<file path="config.mk">
export PLATFORM = sky130hd
export DESIGN_NAME = scan_unload_ctrl
export DESIGN_NICKNAME = d
export VERILOG_FILES = /design/src/rtl/scan_unload_ctrl.sv
export SDC_FILE = /design/constraint.sdc
export NUM_CORES = 1
export LEC_CHECK = 0
export ABC_AREA = 1
export BUFFER_PORTS_ARGS = -buffer_cell sky130_fd_sc_hd__buf_2
export CAP_MARGIN = 10
export CORE_MARGIN = 2
export CORE_UTILIZATION = 25
export CTS_CLUSTER_SIZE = 30
export DETAILED_ROUTE_END_ITERATION = 12
export HOLD_SLACK_MARGIN = 0.1
export PLACE_DENSITY = 0.46
export SLEW_MARGIN = 10
export SYNTH_ARGS = -nofsm -noshare
export SYNTH_HDL_FRONTEND = slang
export SYNTH_SLANG_ARGS = --single-unit
</file>
<file path="constraint.sdc">
create_clock -name clk -period 1.82 [get_ports clk]
set_clock_uncertainty 0.05 [all_clocks]
set_input_delay 0.091 -clock clk [delete_from_list [all_inputs] [get_ports clk]]
set_output_delay 0.091 -clock clk [all_outputs]
set_load 0.1 [all_outputs]
</file>
<file path="src/rtl/scan_unload_ctrl.sv">
// scan_unload_ctrl: scan-chain initiator that unloads a CHAIN_LEN-bit DUT scan
// register into a parallel word while shifting back either the unloaded value
// (restore) or a supplied pattern (load).
// Optional feature macro: SCAN_UNLOAD_PARITY_EN adds rsp_parity, the XOR of all
// scan_sout bits captured in the current operation.
module scan_unload_ctrl #(
   parameter int unsigned CHAIN_LEN = 32,
   parameter int unsigned CNT_W     = 6
) (
   input  logic                 clk,
   input  logic                 reset,
   input  logic                 req_valid,
   output logic                 req_ready,
   input  logic                 req_restore,
   input  logic [CHAIN_LEN-1:0] req_pattern,
   output logic                 rsp_valid,
   input  logic                 rsp_ready,
   output logic [CHAIN_LEN-1:0] rsp_data,
`ifdef SCAN_UNLOAD_PARITY_EN
   output logic                 rsp_parity,
`endif
   output logic                 scan_sen,
   output logic                 scan_ce,
   output logic                 scan_sin,
   input  logic                 scan_sout,
   output logic                 busy
);

   localparam logic [CNT_W-1:0] LAST_CNT = CNT_W'(CHAIN_LEN - 1);

   typedef enum logic [1:0] {
      IDLE  = 2'd0,
      SETUP = 2'd1,
      SHIFT = 2'd2,
      RESP  = 2'd3
   } state_t;

   state_t               state;
   logic [CNT_W-1:0]     count;
   logic                 restore_q;
   logic [CHAIN_LEN-1:0] pat_q;

   // Scan-in follows sout directly in restore mode; gated so it idles low outside SHIFT.
   assign scan_sin = (state == SHIFT) & (restore_q ? scan_sout : pat_q[CHAIN_LEN-1]);

   // Controller FSM with registered handshake and scan-pin outputs.
   always_ff @(posedge clk or negedge reset) begin
      if (!reset) begin
         state     <= IDLE;
         count     <= '0;
         restore_q <= 1'b0;
         pat_q     <= '0;
         rsp_data  <= '0;
         rsp_valid <= 1'b0;
         scan_sen  <= 1'b0;
         scan_ce   <= 1'b0;
         busy      <= 1'b0;
         req_ready <= 1'b1;
      end else begin
         case (state)
            IDLE: begin
               if (req_valid) begin
                  restore_q <= req_restore;
                  pat_q     <= req_pattern;
                  scan_sen  <= 1'b1;
                  busy      <= 1'b1;
                  req_ready <= 1'b0;
                  state     <= SETUP;
               end
            end
            SETUP: begin
               count   <= '0;
               scan_ce <= 1'b1;
               state   <= SHIFT;
            end
            SHIFT: begin
               rsp_data <= {rsp_data[CHAIN_LEN-2:0], scan_sout};
               pat_q    <= {pat_q[CHAIN_LEN-2:0], 1'b0};
               count    <= count + CNT_W'(1);
               if (count == LAST_CNT) begin
                  scan_sen  <= 1'b0;
                  scan_ce   <= 1'b0;
                  rsp_valid <= 1'b1;
                  state     <= RESP;
               end
            end
            RESP: begin
               if (rsp_ready) begin
                  rsp_valid <= 1'b0;
                  busy      <= 1'b0;
                  req_ready <= 1'b1;
                  state     <= IDLE;
               end
            end
            default: state <= IDLE;
         endcase
      end
   end

`ifdef SCAN_UNLOAD_PARITY_EN
   // Running XOR of captured scan-out bits, cleared at the start of each operation.
   always_ff @(posedge clk or negedge reset) begin
      if (!reset) begin
         rsp_parity <= 1'b0;
      end else if (state == SETUP) begin
         rsp_parity <= 1'b0;
      end else if (state == SHIFT) begin
         rsp_parity <= rsp_parity ^ scan_sout;
      end
   end
`endif

endmodule
</file>
==> results of run 1 <==
## report_power, final
group          internal, mW  switching [mW]  total (mW)
combinational          1.29            3.26        4.55
sequential             2.38           0.365        2.75
clock                 0.939           0.670        1.61
## routing by layer
metal  vias to the layer above  wire length (microns)
li1                       1463                      -
met3                        10                    393
met5                         -                      0
met2                        76                   3910
met4                         0                     99
met1                      1373                   3870
## state kept, by name, summed over array words and instances, names as in the netlist
register,flops
pat_q,32
rsp_data,32
count,6
state,2
busy,1
req_ready,1
restore_q,1
rsp_valid,1
scan_ce,1
scan_sen,1
## layout by cell type, fill, tap and decap left out, drive strengths merged
| cell | count |
|---|---|
| a21boi | 1 |
| a21oi | 5 |
| a31oi | 31 |
| buf | 88 |
| clkbuf | 12 |
| clkinv | 2 |
| clkinvlp | 2 |
| dfrtp | 77 |
| dfstp | 1 |
| dlygate4sd3 | 36 |
| ha | 4 |
| inv | 29 |
| mux2i | 1 |
| nand2 | 123 |
| nand3 | 9 |
| nand4 | 1 |
| nor2 | 42 |
| o21ai | 35 |
| o21bai | 2 |
| or2 | 1 |
## cell type report
type | instances | share of cell area (%)
clock buffers | 10 | 5.10
repair buffers | 126 | 20.4
multi-input cells | 255 | 25.2
clock inverters | 4 | 0.534
flip-flops and latches | 78 | 41.7
well taps | 176 | 4.70
inverters | 29 | 2.38
## final timing paths
check                           cells after the start            startpoint               endpoint  slack [ns]
worst max-delay path                                6  state[0]$_DFFE_PN0P_               scan_sin        0.07
worst min-delay path                                4             req_valid   state[1]$_DFFE_PN0P_        0.12
worst max register to register                      6  state[0]$_DFFE_PN0P_   count[0]$_DFFE_PN0P_        0.16
worst min register to register                      2   scan_ce$_DFFE_PN0P_    scan_ce$_DFFE_PN0P_        0.42
max in group asynchronous                           3                 reset  pat_q[19]$_DFFE_PN0P_        0.94
min in group asynchronous                           2                 reset  pat_q[28]$_DFFE_PN0P_        0.22
## worst reg2reg max path, cell delays in order, from the launching register on
cell     delay (ns)
dfrtp_1        0.39
inv_1          0.09
ha_2           0.21
buf_4          0.35
buf_6          0.30
a21oi_1        0.10
a21oi_1        0.11
## timing repair
item / 4_1_cts / 5_1_grt
hold buffers: 36 / 0
gates resized for setup: 0 / 3
endpoints found under the hold margin: 81 / 0
endpoints found under the setup margin: 1 / 47
setup buffers: 0 / 5
pin swaps: 1 / 2
gates cloned: 0 / 2
## cell families after synthesis
family                     Yosys count  share of synthesized area (%)
and+or+nand+nor                    176                           20.2
DFF                                 78                           58.4
AOI/OAI and AO/OA                   74                           12.6
buffers and inverters               52                           7.03
adders and majority gates            4                           1.50
muxes                                1                          0.299
## synthesized netlist by cell type, drive strengths merged
cell type,instances
a21boi,1
a21oi,5
a31oi,31
buf,18
clkbuf,5
dfrtp,77
dfstp,1
ha,4
inv,29
mux2i,1
nand2,123
nand3,9
nand4,1
nor2,42
o21ai,35
o21bai,2
or2,1
## stage by stage
step	worst slack (ns)	area, sq um	cells	hold slack, ns
floorplan	0.101	3350	385	-0.255
finish	0.0657	4680	678	0.116
detailed placement	0.0558	3950	621	0.0549
global placement	0.0954	3950	621	0.0516
global route	0.0119	4680	678	0.167
CTS	0.0166	4570	671	0.105
==> results.sh, run 1 <==
export IMPL_die_h_microns=120
export IMPL_finalHoldViolations=0
export IMPL_path_clk_slew_ns=0.06
export IMPL_max_stage_delay_ns=0.39
export IMPL_yosys_warnings=0
export IMPL_drive_gt1_share_pct=22.1
export IMPL_cpMostUsedCell="buf_12"
export IMPL_worst_pin_slew_ns=0.497
export IMPL_crit_type="flip-flop to output pin"
export IMPL_grt_pass1_wl_mm=13.1
export IMPL_wl_per_cell_microns=12.2
export IMPL_io_buffers=75
export IMPL_die_area_sq_mm=0.0143
export IMPL_cts_tree="done"
export IMPL_nFillCells=1401
export IMPL_p_total_mw=8.90
export IMPL_setup_tns_ns=0
export IMPL_cap_violations=0
export IMPL_post_route_min_period_ns=1.75
export IMPL_grt_max_degree=67
export IMPL_synth_top_area_cell="dfrtp_1"
export IMPL_io_pins=76
export IMPL_firstDrtPassIters=5
export IMPL_insertedDiodeCount=0
export IMPL_max_freq_mhz=570
export IMPL_rsz0062_at_grt="false"
export IMPL_syn_to_final_growth_pct=39.9
export IMPL_detail_route_vias_per_cell=4.31
export IMPL_grt_usage_pct=11.6
export IMPL_p_leak_nw=2.26
export IMPL_crit_path_end_kind="output pin"
export IMPL_grtUsageMet1_pct=15.0
export IMPL_cts_root_buf="clkbuf_16"
export IMPL_h_tree_depth=3
export IMPL_drc=0
export IMPL_multi_input_area_sq_mm=0.00118
export IMPL_slew_headroom_pct=66.9
export IMPL_vias=2922
export IMPL_synth_area_sq_mm=0.00335
export IMPL_gp_congestion=0.723
export IMPL_min_path_type="input port to flip-flop"
export IMPL_met2_usage_pct=18.1
export IMPL_cp_start_kind="flip-flop"
export IMPL_grt_remaining_overflow=0
export IMPL_synth_area_leaders="dfrtp_1, nand2_1, a31oi_1"
export IMPL_core_sq_mm=0.0131
export IMPL_vdd_drop_max_v=0.00101
export IMPL_antenna_found_initial=0
export IMPL_crit_buf_inv=4
export IMPL_fin_nets=541
export IMPL_fin_util_pct=35.6
export IMPL_drtIter0Drc=162
export IMPL_syn_inst=385
export IMPL_worstPathArrival_ns=1.61
export IMPL_synth_nets=427
export IMPL_power_density_mw_per_mm2=1900
export IMPL_maxSlewViolCount=0
export IMPL_hpwlAfterDp_mm=5.18
export IMPL_cp_required_ns=1.68
export IMPL_grt_pass1_vias=2693
export IMPL_status="finished clean"
export IMPL_fin_crit_sh_pct=96.4
export IMPL_clock_sinks=78
export IMPL_crit_family="buffers and inverters"
export IMPL_regArea_sq_mm=0.00195
export IMPL_start_util_pct=25.5
export IMPL_worstSkewPairLatency_ns=0.33
export IMPL_antenna_left=0
export IMPL_clock_path_buffers=2
export IMPL_setup_viol=0
export IMPL_crit_fanout=17
export IMPL_fp_row_count=42
export IMPL_synth_top_area_share_pct=57.6
export IMPL_synth_cell_types=21
export IMPL_wl_mm=8.27
export IMPL_die_w_microns=120
export IMPL_yosysSeqAreaShare_pct=58.4
export IMPL_critical_path_cell_chain="inv_1, ha_2, inv_4, buf_12, nor2_4, buf_12"
export IMPL_ys_ff_latch=78
export IMPL_slowest_stage="dfrtp_1"
export IMPL_avgSynthCellArea_sq_um=8.69
export IMPL_cts_buffers=9
export IMPL_busiest_layer="met2"
export IMPL_met3_usage_pct=3.66
(Power assumes the default switching activity.)
==> run 2: changes to the inputs <==
Settings changed: CORE_UTILIZATION 25 to 45, PLACE_DENSITY 0.46 to 0.71.
==> results.sh, run 2 (synthesis results as in run 1) <==
export IMPL_grtUsageMet1_pct=25.2
export IMPL_maxSlewViolCount=0
export IMPL_power_switching_mw=4.28
export IMPL_pwr_share_seq_pct=31.5
export IMPL_io_buffers=75
export IMPL_worstPathArrival_ns=1.58
export IMPL_placed_area_sq_mm=0.00386
export IMPL_wl_per_cell_microns=12.2
export IMPL_core_sq_mm=0.00721
export IMPL_crit_path_end_kind="output pin"
export IMPL_gp_congestion=0.830
export IMPL_dpl_cell_count=544
export IMPL_fin_nets=543
export IMPL_drtIter0Drc=133
export IMPL_nFillCells=634
export IMPL_finalHoldViolations=0
export IMPL_met2_usage_pct=31.0
export IMPL_io_pins=76
export IMPL_slew_headroom_pct=62.7
export IMPL_firstDrtPassIters=4
export IMPL_vias=2879
export IMPL_mostFrequentLayoutCells="nand2_1, dfrtp_1, buf_2, nor2_1, dlygate4sd3_1"
export IMPL_antenna_left=0
export IMPL_clock_power_share_pct=15.5
export IMPL_antenna_found_initial=0
export IMPL_h_tree_depth=3
export IMPL_max_freq_mhz=580
export IMPL_grt_usage_pct=19.0
export IMPL_setup_worst_path_start="state[0]$_DFFE_PN0P_"
export IMPL_syn_to_final_growth_pct=35.6
export IMPL_clock_path_buffers=2
export IMPL_top_regs="pat_q: 32 flops, rsp_data: 32 flops, count: 6 flops"
export IMPL_drive_gt1_share_pct=22.3
export IMPL_p_total_mw=8.65
export IMPL_met3_usage_pct=5.03
export IMPL_power_density_mw_per_mm2=1910
export IMPL_worst_pin_slew_ns=0.559
export IMPL_p_leak_nw=2.23
export IMPL_cts_tree="done"
export IMPL_p_comb_share_pct=52.9
export IMPL_drc=0
export IMPL_detail_route_vias_per_cell=4.76
export IMPL_rsz0062_at_grt="false"
export IMPL_die_area_sq_mm=0.00814
export IMPL_final_common_cell="nand2_1"
export IMPL_rr_startpoint="state[0]$_DFFE_PN0P_"
export IMPL_status="finished clean"
export IMPL_clock_sinks=78
export IMPL_setup_viol=0
export IMPL_vdd_drop_max_v=0.000930
export IMPL_p_int_mw=4.37
export IMPL_final_area_sq_mm=0.00454
export IMPL_wl_mm=7.37
export IMPL_busiest_layer="met2"
export IMPL_hpwlAfterDp_mm=4.52
export IMPL_fin_crit_sh_pct=94.7
export IMPL_grt_remaining_overflow=0
export IMPL_start_util_pct=46.4
export IMPL_setup_tns_ns=0
export IMPL_cap_violations=0
export IMPL_switching_share_pct=49.5
export IMPL_grt_pass1_vias=2615
export IMPL_post_route_min_period_ns=1.72
export IMPL_grt_pass1_wl_mm=12.4
export IMPL_crit_fanout=33
export IMPL_path_clk_slew_ns=0.08
export IMPL_insertedDiodeCount=0
export IMPL_cp_required_ns=1.68
export IMPL_die_w_microns=90.2
export IMPL_die_h_microns=90.2
export IMPL_min_path_type="input port to async pin"
export IMPL_crit_type="flip-flop to output pin"
export IMPL_cp_start_kind="flip-flop"
export IMPL_final_instance_count_excl_fill=605
export IMPL_fp_row_count=31
export IMPL_worstSkewPairLatency_ns=0.35
export IMPL_cts_root_buf="clkbuf_8"
export IMPL_grt_max_degree=69
export IMPL_cts_buffers=9
==> run 2: changes by cell type in the layout (fill, tap and decap cells not counted), moves of 2 or more <==
cell | before | now
clkbuf_16 | 11 | 0
clkbuf_8 | 1 | 9
buf_4 | 9 | 11
clkinv_2 | 2 | 0
==> run 2: area by class of cell <==
type	instances	area [sq um]	area share, %
clock buffer	9	124	2.73
clock inverter	7	81.3	1.79
inverter	29	109	2.40
multi-input combinational	255	1170	25.9
sequential	78	1950	43.1
tap	99	124	2.73
timing repair buffer	128	971	21.4
==> run 2: layer usage <==
metal / wire length [microns] / vias up / share of wire [%]
met5: 0 / - / 0
met4: 91 / 0 / 1.2
met3: 414 / 6 / 5.6
met2: 3480 / 81 / 47
met1: 3380 / 1322 / 46
li1: - / 1470 / -
==> run 2: final timing paths <==
path / slack, ns / to / depth (start not counted)
worst min-delay path: 0.22 / rsp_data[22]$_DFFE_PN0P_ / 2
worst min register to register: 0.42 / rsp_data[31]$_DFFE_PN0P_ / 2
min in group clk: 0.42 / rsp_data[31]$_DFFE_PN0P_ / 2
worst max register to register: 0.17 / count[3]$_DFFE_PN0P_ / 8
max in group asynchronous: 0.85 / pat_q[2]$_DFFE_PN0P_ / 3
worst max-delay path: 0.1 / scan_sin / 6
==> run 2: worst max-delay path, stage by stage, from the launching register on <==
cell	delay, ns
dfrtp_1	0.40
inv_1	0.09
ha_2	0.19
inv_2	0.08
buf_12	0.17
nor2_4	0.11
buf_12	0.18
==> run 2: metrics by stage <==
step	utilization [%]	hold WS, ns	setup WS [ns]
2_1_floorplan	-	-0.255	0.101
3_3_place_gp	53.6	0.0698	0.109
3_5_place_dp	53.6	0.0757	0.0395
4_1_cts	62.0	0.231	0.00457
5_1_grt	62.9	0.272	0.00930
6_report	62.9	0.224	0.0959
==> run 2: power groups by stage <==
stage | Combinational [mW] | Sequential [mW] | Clock [mW]
after floorplan | 1.98 | 4.17 | 0
after global placement | 4.17 | 2.74 | 0
after detailed placement | 4.25 | 2.75 | 0
after CTS | 4.41 | 2.73 | 1.37
after global routing | 4.98 | 2.82 | 1.44
final | 4.58 | 2.73 | 1.34
==> run 2: what timing repair did <==
item                                   in CTS  in global routing
pin swaps                                   0                  2
setup buffers                               0                  7
hold buffers                               37                  0
setup endpoints to repair                   1                 27
cloned                                      1                  0
endpoints found under the hold margin      78                  0
gates resized for setup                     0                  0
==> run 3: changes to the inputs <==
--- a/config.mk
+++ b/config.mk
@@ -15,4 +15,5 @@
 export HOLD_SLACK_MARGIN = 0.1
 export PLACE_DENSITY = 0.71
+export SETUP_SLACK_MARGIN = 0.5
 export SLEW_MARGIN = 10
 export SYNTH_ARGS = -nofsm -noshare
==> constraint.sdc (replaced) <==
create_clock -name clk -period 1.82 [get_ports clk]
set_clock_uncertainty 0.05 [all_clocks]
set_input_delay 0.364 -clock clk [delete_from_list [all_inputs] [get_ports clk]]
set_output_delay 0.364 -clock clk [all_outputs]
set_load 0.1 [all_outputs]
==> results.sh, run 3 (synthesis results as in run 1) <==
export IMPL_mostFrequentLayoutCells="nand2_1, dfrtp_1, buf_4, buf_12, buf_2"
export IMPL_fin_crit_sh_pct=98.0
export IMPL_antenna_found_initial=0
export IMPL_firstDrtPassIters=4
export IMPL_wl_mm=11.0
export IMPL_grt_pass1_vias=3146
export IMPL_r2r_end="pat_q[1]$_DFFE_PN0P_"
export IMPL_die_w_microns=90.2
export IMPL_drc=0
export IMPL_crit_end="pat_q[1]$_DFFE_PN0P_"
export IMPL_rrSetupSlack_ns=0.04
export IMPL_finalHoldViolations=0
export IMPL_worstSkewPairLatency_ns=0.36
export IMPL_core_sq_mm=0.00721
export IMPL_cts_buffers=9
export IMPL_start_util_pct=46.4
export IMPL_cp_required_ns=2.01
export IMPL_setup_tns_ns=0
export IMPL_io_buffers=75
export IMPL_clock_sinks=78
export IMPL_slew_headroom_pct=78.5
export IMPL_fin_nets=571
export IMPL_min_path_type="input port to flip-flop"
export IMPL_die_h_microns=90.2
export IMPL_setup_worst_path_start="state[0]$_DFFE_PN0P_"
export IMPL_crit_type="flip-flop to flip-flop"
export IMPL_r2r_cells=10
export IMPL_grt_max_degree=54
export IMPL_cts_root_buf="clkbuf_8"
export IMPL_clock_path_buffers=2
export IMPL_worstPathArrival_ns=1.97
export IMPL_drtIter0Drc=181
export IMPL_crit_path_end_kind="flip-flop"
export IMPL_power_density_mw_per_mm2=2080
export IMPL_fp_row_count=31
export IMPL_detail_route_vias_per_cell=5.21
export IMPL_wl_per_cell_microns=17.4
export IMPL_final_common_cell="nand2_1"
export IMPL_hpwlAfterDp_mm=4.70
export IMPL_final_instance_count_excl_fill=633
export IMPL_maxSlewViolCount=0
export IMPL_vdd_drop_max_v=0.00114
export IMPL_grt_remaining_overflow=0
export IMPL_rsz0062_at_grt="true"
export IMPL_grt_pass1_wl_mm=15.5
export IMPL_top_regs="pat_q: 32 flops, rsp_data: 32 flops, count: 6 flops"
export IMPL_cts_tree="done"
export IMPL_insertedDiodeCount=0
export IMPL_h_tree_depth=3
export IMPL_status="finished clean"
export IMPL_antenna_left=0
export IMPL_gp_congestion=0.803
export IMPL_cap_violations=0
export IMPL_path_clk_slew_ns=0.08
export IMPL_drive_gt1_share_pct=44.6
export IMPL_dpl_cell_count=544
export IMPL_rr_startpoint="state[0]$_DFFE_PN0P_"
export IMPL_syn_to_final_growth_pct=72.1
export IMPL_crit_fanout=7
export IMPL_worst_pin_slew_ns=0.319
export IMPL_io_pins=76
export IMPL_vias=3300
export IMPL_post_route_min_period_ns=1.78
export IMPL_die_area_sq_mm=0.00814
export IMPL_setup_viol=0
export IMPL_p_leak_nw=2.64
export IMPL_cp_start_kind="flip-flop"
export IMPL_max_freq_mhz=561
export IMPL_grt_usage_pct=24.1
## run 3: where the power goes
group / internal [mW] / switching (mW)
Clock: 0.499 / 0.672
Combinational: 3.64 / 4.24
Sequential: 2.40 / 0.538
## run 3: critical path: stages (launching register included)
cell	delay, ns
dfrtp_1	0.40
inv_2	0.08
ha_4	0.15
inv_6	0.04
buf_6	0.13
o21ai_4	0.21
buf_6	0.17
buf_6	0.12
buf_12	0.10
buf_16	0.12
a31oi_4	0.09
## run 3: area by class of cell
class	instances	area, sq um
well taps	99	124
flip-flops and latches	78	1980
multi-input cells	255	1430
clock inverters	5	37.5
clock buffers	11	131
repair buffers	156	1940
fillers	438	1460
inverters	29	116
## run 3: through the flow
stage	total power [mW]	setup slack (ns)	hold WS [ns]	instance area, sq um	util [%]
after global placement	6.95	0.0960	0.171	3900	54.1
after floorplan	6.35	-0.0641	0.0184	3440	-
final	12.0	0.0362	0.167	5760	79.8
after CTS	10.4	0.0766	0.163	5200	72.1
after global routing	12.6	-0.0208	0.162	5760	79.8
after detailed placement	7.06	0.0557	0.172	3900	54.1
## run 3: worst min path at each step
stage / startpoint / endpoint / slack [ns] / depth (start not counted)
6_report: req_restore / restore_q$_DFFE_PN0P_ / 0.17 / 3
4_1_cts: req_restore / restore_q$_DFFE_PN0P_ / 0.16 / 3
2_1_floorplan: reset / busy$_DFFE_PN0P_ / 0.02 / 0
5_1_grt: req_restore / restore_q$_DFFE_PN0P_ / 0.16 / 3
3_3_place_gp: reset / rsp_data[18]$_DFFE_PN0P_ / 0.17 / 1
3_5_place_dp: reset / rsp_data[31]$_DFFE_PN0P_ / 0.17 / 1
## run 3: repair_timing
item | 4_1_cts | 5_1_grt
hold buffers | 1 | 0
hold endpoints to repair | 47 | 0
cloned | 8 | 5
setup endpoints to repair | 102 | 113
pin swaps | 7 | 5
buffers inserted | 37 | 22
gates resized for setup | 169 | 74
## run 3: metal layers
metal / global-route usage (%) / vias up / wire [microns]
met5: 0 / - / 0
met4: 8.33 / 0 / 309
met2: 42.4 / 116 / 6010
li1: - / 1534 / -
met1: 30.2 / 1624 / 4170
met3: 4.11 / 26 / 516
